$ cat src/rtl/freq_div_ctrl.sv
// freq_div_ctrl: runtime-programmable clock divider controller.
// Accepts divide ratios over a valid/ready handshake, applies a new ratio or a
// stop only at an output period boundary, and reports the ratio in effect.
// Optional build macro FREQ_DIV_CTRL_ODD50_EN: 50% duty for odd ratios using a
// falling-edge re-register of the divided waveform.
module freq_div_ctrl #(
  parameter int n = 4
) (
  input  logic         clk,
  input  logic         rst,
  input  logic         cfg_valid,
  output logic         cfg_ready,
  input  logic [n-1:0] cfg_div,
  input  logic         cfg_stop,
  output logic         clk_out,
  output logic         tick,
  output logic         busy,
  output logic [n-1:0] cur_div,
  output logic         err
);

  typedef enum logic [1:0] {
    IDLE = 2'd0,
    RUN  = 2'd1,
    PEND = 2'd2
  } state_t;

  state_t       state, state_nxt;
  logic [n-1:0] cnt, cnt_nxt;
  logic [n-1:0] cur_nxt;
  logic [n-1:0] pend_div, pend_div_nxt;
  logic         pend_stop, pend_stop_nxt;
  logic [n-1:0] half_nxt;
  logic         p, p_nxt;
  logic         tick_nxt, err_nxt, running_nxt;
  logic         accept, legal, wrap;

  assign accept = cfg_valid & cfg_ready;
  assign legal  = cfg_stop | (cfg_div >= n'(2));
  assign wrap   = (cnt == cur_div - n'(1));

  // The handshake and activity flags decode directly from the state register.
  assign cfg_ready = (state != PEND);
  assign busy      = (state != IDLE);

  // Next-state, next-count and next-ratio selection, plus the registered outputs' next values.
  always_comb begin
    // NOTE: every variable gets a default before the case so no path can infer a latch.
    state_nxt     = state;
    cnt_nxt       = cnt;
    cur_nxt       = cur_div;
    pend_div_nxt  = pend_div;
    pend_stop_nxt = pend_stop;
    err_nxt       = accept & ~legal;

    unique case (state)
      IDLE: begin
        // A stop while idle is accepted but has nothing to stop.
        if (accept && legal && !cfg_stop) begin
          state_nxt = RUN;
          cur_nxt   = cfg_div;
          cnt_nxt   = '0;
        end
      end
      RUN: begin
        cnt_nxt = wrap ? '0 : cnt + n'(1);
        if (accept && legal) begin
          state_nxt     = PEND;
          pend_div_nxt  = cfg_div;
          pend_stop_nxt = cfg_stop;
        end
      end
      PEND: begin
        // Old ratio keeps running; the stored request lands on the next boundary.
        cnt_nxt = wrap ? '0 : cnt + n'(1);
        if (wrap) begin
          if (pend_stop) begin
            state_nxt = IDLE;
            cur_nxt   = '0;
          end else begin
            state_nxt = RUN;
            cur_nxt   = pend_div;
          end
        end
      end
      default: begin
        state_nxt = IDLE;
        cur_nxt   = '0;
        cnt_nxt   = '0;
      end
    endcase

    // High phase lasts ceil(N/2) counts of the ratio that will be in effect.
    half_nxt    = (cur_nxt >> 1) + {{(n-1){1'b0}}, cur_nxt[0]};
    running_nxt = (state_nxt != IDLE);
    p_nxt       = running_nxt && (cnt_nxt < half_nxt);
    tick_nxt    = running_nxt && (cnt_nxt == '0);
  end

  // State, counter, pending request and registered outputs; synchronous active-low reset.
  always_ff @(posedge clk) begin
    // NOTE: sequential state uses non-blocking assignments so all flops update together.
    if (!rst) begin
      state     <= IDLE;
      cnt       <= '0;
      cur_div   <= '0;
      pend_div  <= '0;
      pend_stop <= 1'b0;
      p         <= 1'b0;
      tick      <= 1'b0;
      err       <= 1'b0;
    end else begin
      state     <= state_nxt;
      cnt       <= cnt_nxt;
      cur_div   <= cur_nxt;
      pend_div  <= pend_div_nxt;
      pend_stop <= pend_stop_nxt;
      p         <= p_nxt;
      tick      <= tick_nxt;
      err       <= err_nxt;
    end
  end

`ifdef FREQ_DIV_CTRL_ODD50_EN
  logic q;

  // Half-cycle delayed copy of the divided waveform, used to trim odd high phases.
  always_ff @(negedge clk) begin
    if (!rst) q <= 1'b0;
    else      q <= p;
  end

  // Both inputs are flops, and p & q only narrows a pulse that p already bounds.
  assign clk_out = cur_div[0] ? (p & q) : p;
`else
  assign clk_out = p;
`endif

endmodule
$ cat config.mk
export PLATFORM = sky130hd
export DESIGN_NAME = freq_div_ctrl
export DESIGN_NICKNAME = d
export VERILOG_FILES = /design/src/rtl/freq_div_ctrl.sv
export SDC_FILE = /design/constraint.sdc
export NUM_CORES = 1
export LEC_CHECK = 0
export ABC_AREA = 1
export BUFFER_PORTS_ARGS = -buffer_cell sky130_fd_sc_hd__buf_4
export CORE_MARGIN = 5
export CORE_UTILIZATION = 39
export DETAILED_ROUTE_END_ITERATION = 8
export GPL_TIMING_DRIVEN = 0
export SLEW_MARGIN = 0
export SYNTH_ARGS = -nofsm -noshare
export SYNTH_HDL_FRONTEND = slang
export SYNTH_SLANG_ARGS = --single-unit
export TNS_END_PERCENT = 1
$ cat constraint.sdc
create_clock -name clk -period 3.41 [get_ports clk]
set_input_delay 0 -clock clk [delete_from_list [all_inputs] [get_ports clk]]
set_output_delay 0 -clock clk [all_outputs]
set_load 0.02 [all_outputs]
# ---- Word level (Yosys, flattened, before mapping)
# Cells that the tools add are included.
dict set report op_classes {
  n_addsub 3
  order_cmp 2
  n_eq_ne 4
  mux 12
  bitwise_logic 4
  reduce_logical 11
}
# operator count
set op_table {}
lappend op_table {{2-to-1 mux 4 bit} 5}
lappend op_table {{one-hot mux 4 bit (3 select lines)} 1}
lappend op_table {{one-hot mux 4 bit (2 select lines)} 1}
lappend op_table {{2-to-1 mux 2 bit} 3}
lappend op_table {{one-hot mux 2 bit (3 select lines)} 1}
lappend op_table {{adder 3 x 1 -> 4 bit} 1}
lappend op_table {{adder 4 x 1 -> 4 bit (second input constant)} 1}
lappend op_table {{== test 4 bit} 1}
lappend op_table {{greater-or-equal comparator 4 x 2 -> 1 bit (second input constant)} 1}
lappend op_table {{logical AND 1 bit} 4}
lappend op_table {{zero test 4 bit} 1}
lappend op_table {{less-than comparator 4 bit} 1}
lappend op_table {{nonzero test 2 bit} 2}
lappend op_table {{subtractor 4 x 1 -> 4 bit (second input constant)} 1}
lappend op_table {{AND 1 bit} 2}
lappend op_table {{== test 2 x 1 -> 1 bit (second input constant)} 1}
lappend op_table {{== test 2 bit (second input constant)} 1}
lappend op_table {{zero test 2 bit} 1}
lappend op_table {{!= test 2 bit (second input constant)} 1}
lappend op_table {{AND reduction 2 bit} 1}
lappend op_table {{OR reduction 2 bit} 1}
lappend op_table {{zero test 1 bit} 1}
lappend op_table {{2-to-1 mux 1 bit} 1}
lappend op_table {{NOT 1 bit} 1}
lappend op_table {{OR 1 bit} 1}
dict set report totals {
  ff_bits 18
  input_bits 8
  out_inout_bits 9
  word_cells 44
}

# ---- Longest topological paths before layout
dict set report logic_depth {
  word_depth 9
  ltp_mapped 24
  depth_no_buf 24
}

# ---- Worst setup path after synthesis
# No wires, ideal clock.
dict set report synth_path {
  path_type {register to register}
  startpoint {register cur_div[0]}
  endpoint {register p (netlist: clk_out)}
  setup_ns 0.064
  t_arrival_ns 2.711
  t_required_ns 3.346
  slack_ns 0.635
  path_stages_with_launch 23
  synth_period_minus_slack_ns 2.775
  cell_sequence {dfxtp_1 > inv_1 > ha_1 > nand2_1 > inv_1 > nor2_1 > nand2_1 > nor2_4 > nand2_4 > nand2_1 > nand3_1 > nand2_1 > nand3_1 > inv_1 > nor2_1 > ha_1 > ha_1 > nand3_1 > nand2_1 > ha_1 > a211oi_1 > nand2_1 > nor2_1}
}
dict set report synth_via {
  elab_chain_len 7
}
# item line
set synth_rtl {}
lappend synth_rtl {{start, declared} 18} ;# output logic [n-1:0] cur_div,
lappend synth_rtl {{start signal, assigned} 115} ;# cur_div <= cur_nxt;
lappend synth_rtl {{subtractor 4 x 1 -> 4 bit} 40} ;# assign wrap = (cnt == cur_div - n'(1));
lappend synth_rtl {{== test 4 bit} 40}
lappend synth_rtl {{2-to-1 mux 4 bit} 76} ;# if (wrap) begin
lappend synth_rtl {{one-hot mux 4 bit (3 select lines)} 56} ;# unique case (state)
lappend synth_rtl {{via cur_nxt[1]} 30} ;# logic [n-1:0] cur_nxt;
lappend synth_rtl {{adder 3 x 1 -> 4 bit} 94} ;# half_nxt = (cur_nxt >> 1) + {{(n-1){1'b0}}, cur_nxt[0]};
lappend synth_rtl {{less-than comparator 4 bit} 96} ;# p_nxt = running_nxt && (cnt_nxt < half_nxt);
lappend synth_rtl {{logical AND 1 bit} 96}
lappend synth_rtl {{end signal, assigned} 118} ;# p <= p_nxt;
lappend synth_rtl {{end, declared} 34} ;# logic p, p_nxt;
# The timed path passes the listed nets, and every way through them passes these cells.
# A chain may end at the register's enable or synchronous reset.

# ---- Worst setup path in the final report
# Ends and elaborated chain as after synthesis.

==> results.yml <==
clock_network:
  h-tree-depth: 1
  cts-root-buf: "clkbuf_4"
  cts.clk_slew.worst_paths_ns: 0.11
  cts_tree: "built"
  insertion_delay_ns: 0.31
  cts_buffers: 3
  numClockSinks: 18
  cts_max_path_buffers: 2
  post_cts_resized: 0
worst_setup_path:
  arrival_ns: 3.21
  r2r-start: "cur_div[0]"
  cp-end-kind: "flip-flop"
  cp-start-kind: "flip-flop"
  reg2regPathDepth: 22
  r2r-end: "clk_out"
  reg2reg_setup_slack_ns: 0.45
  worstSetupPathType: "flip-flop to flip-flop"
  crit_required_ns: 3.67
  cp_max_fo: 8
pwr:
  p_int_uw: 359.8
  p_sw_share_pct: 34.73
  peakVddDrop_uv: 188.6
  power_density_nw_per_um2: 355.1
  leakage_uw: 0.0008100
  power.switching_uw: 191.5
  p_seq_share_pct: 43.5
  p_clk_share_pct: 25.4
  pwr-share-comb_pct: 31.1
run_status:
  status: "finished clean"
timing:
  setup_viol_count_final: 0
  final.setup.tns_ns: 0
  rsz0062_at_grt: "no"
  post-route-min-period_ns: 2.955
  tightest_slew_ns: 0.4616
  relSlewSlack_pct: 69.23
  final-max-slew-violation-count: 0
  clock.fmax_ghz: 0.3384
  holdWs_ns: 0.006660
  skew_ns: 0.001685
  fin_crit_sh_pct: 86.66
  setup_ws_ns: 0.4549
  hold_viol_final: 0
logic_synthesis:
  synthesis.nets: 208
  synthTopCellsByArea: "dfxtp_1, nand2_1, ha_1"
  yosys_warnings: 0
  yosysSeqAreaShare_pct: 29.03
  yosysTopAreaCellShare_pct: 29.03
  netlist_instances: 189
  yosysUniqueCellTypes: 24
  synth_area_leader_cell: "dfxtp_1"
  syn_area_um2: 1241
  synth_seq_cells: 18
  synth.avg_cell_area_um2: 6.567
detailed_routing:
  wirelength_um: 2936
  wire_per_inst_um: 11.16
  first_iter_violations: 34
  vias: 1218
  drc: 0
  viasPerCell: 4.631
  first_pass_iters: 4
  antenna_left: 0
die:
  io_pins: 17
  initial_core_util_pct: 40.66
  die_area_um2: 4411
  die_h_um: 66.42
  core.rowCount: 20
  coreArea_um2: 3053
  die_w_um: 66.42
job:
  maxCapViolCount: 0
grt:
  met1_usage_pct: 19.20
  met3_usage_pct: 2.211
  met2_usage_pct: 25.03
  grt.overflow.total: 0
  grt.total_usage_pct: 15.04
  grt-busiest-layer: "met2"
  grt_pass1_vias: 1179
  antenna_found_initial: 0
  grt_pass1_wl_um: 5154
  grt_start_max_net_pins: 11
placement:
  place_inst: 249
  dpl.hpwl_um: 2298
  gp_congestion: 0.8151
  port_buffers: 16
  dp_slack_ns: 0.4412
cells_and_area:
  drive_gt1_share_pct: 16.44
  final_cell_mix: "nand2_1, inv_1, nor2_1, dfxtp_1"
  syn_to_final_growth_pct: 25.10
  fin_cells: 263
  diodes: 0
  final_nets: 239
  layout_commonest_cell: "nand2_1"
min_path:
  min_path_type: "input pin to flip-flop"
  hp-start: "cfg_div[3]"
  hold_depth: 3
  min_to: "pend_div[3]"
==> cells in the mapped netlist <==
library cell and count:
nand3_1 16, a211oi_1 1, dfxtp_1 18, nor2_4 2, xor2_1 2, nor4_1 1, buf_6 1, nand4_1 4
nor2_1 27, ha_1 11, nand2_4 3, inv_2 4, o21ai_0 9, o21ai_1 3, nand2_1 43, clkbuf_1 1
o21ai_2 1, a21oi_2 1, nor3_2 1, o211ai_2 1, a21oi_1 5, inv_1 32, nor2_2 1, nand2_2 1
==> worst max-delay path by stage <==
stage,from,endpoint,slack [ns]
after CTS,cur_div[0],clk_out,0.41
after global routing,cur_div[0],clk_out,0.11
final,cur_div[0],clk_out,0.45
after floorplan,cur_div[0],clk_out,0.64
after detailed placement,cur_div[0],clk_out,0.44
after global placement,cur_div[0],clk_out,0.50
==> timing repair <==
action	in CTS	in global routing
endpoints found under the hold margin	6	0
buffers inserted	0	0
hold buffers	10	0
==> metal layers <==
metal  vias to the layer above  routed length (um)
met4                         0                  51
li1                        652                   -
met5                         -                   0
met1                       543                1408
met2                        18                1358
met3                         5                 118
==> cell type report <==
type / instances / area (um2)
Buffer: 2 / 15.01
Clock buffer: 4 / 36.28
Fill cell: 331 / 1500
Inverter: 36 / 135.1
Multi-Input combinational cell: 133 / 730.7
Sequential cell: 18 / 360.3
Tap cell: 44 / 55.05
Timing Repair Buffer: 26 / 220.2
==> kinds of logic after synthesis <==
| family | after synthesis | share of synthesized area, % |
|---|---|---|
| adders and majority gates | 11 | 11.09 |
| and+or+nand+nor | 99 | 36.49 |
| DFF | 18 | 29.03 |
| buffers and inverters | 38 | 12.10 |
| AOI/OAI and AO/OA | 21 | 9.878 |
| xor gates and xnor gates | 2 | 1.412 |
==> critical path, stage by stage (launching register included) <==
cell,delay [ns]
dfxtp_1,0.43
inv_1,0.09
ha_1,0.32
nand2_1,0.07
inv_1,0.03
nor2_1,0.08
nand2_1,0.09
nor2_4,0.15
nand2_4,0.10
nand2_1,0.07
nand3_1,0.10
nand2_1,0.09
nand3_1,0.06
inv_1,0.09
nor2_1,0.05
ha_1,0.22
ha_1,0.20
nand3_1,0.08
nand2_1,0.06
ha_1,0.17
a211oi_1,0.19
nand2_1,0.08
nor2_1,0.09
==> flip-flops by register name, summed over array words and instances (netlist names) <==
signal	flops
cnt	4
err	1
tick	1
pend_stop	1
cur_div	4
pend_div	4
clk_out	1
state	2
==> power groups by stage <==
stage / clock network, uW / registers, uW / logic, uW
floorplan: 0 / 248 / 109
global placement: 0 / 244 / 159
detailed placement: 0 / 245 / 163
CTS: 141 / 240 / 172
global route: 155 / 242 / 197
finish: 140 / 240 / 171
==> per-stage QoR <==
| stage | area, um2 | utilization (%) | total power [uW] |
|---|---|---|---|
| global placement | 1416 | 46.39 | 402.9 |
| detailed placement | 1416 | 46.39 | 407.7 |
| finish | 1553 | 50.86 | 551.3 |
| CTS | 1553 | 50.86 | 553.6 |
| global route | 1553 | 50.86 | 593.9 |
| floorplan | 1241 | - | 357.4 |
Note: power is estimated with default switching activity, not from simulation.
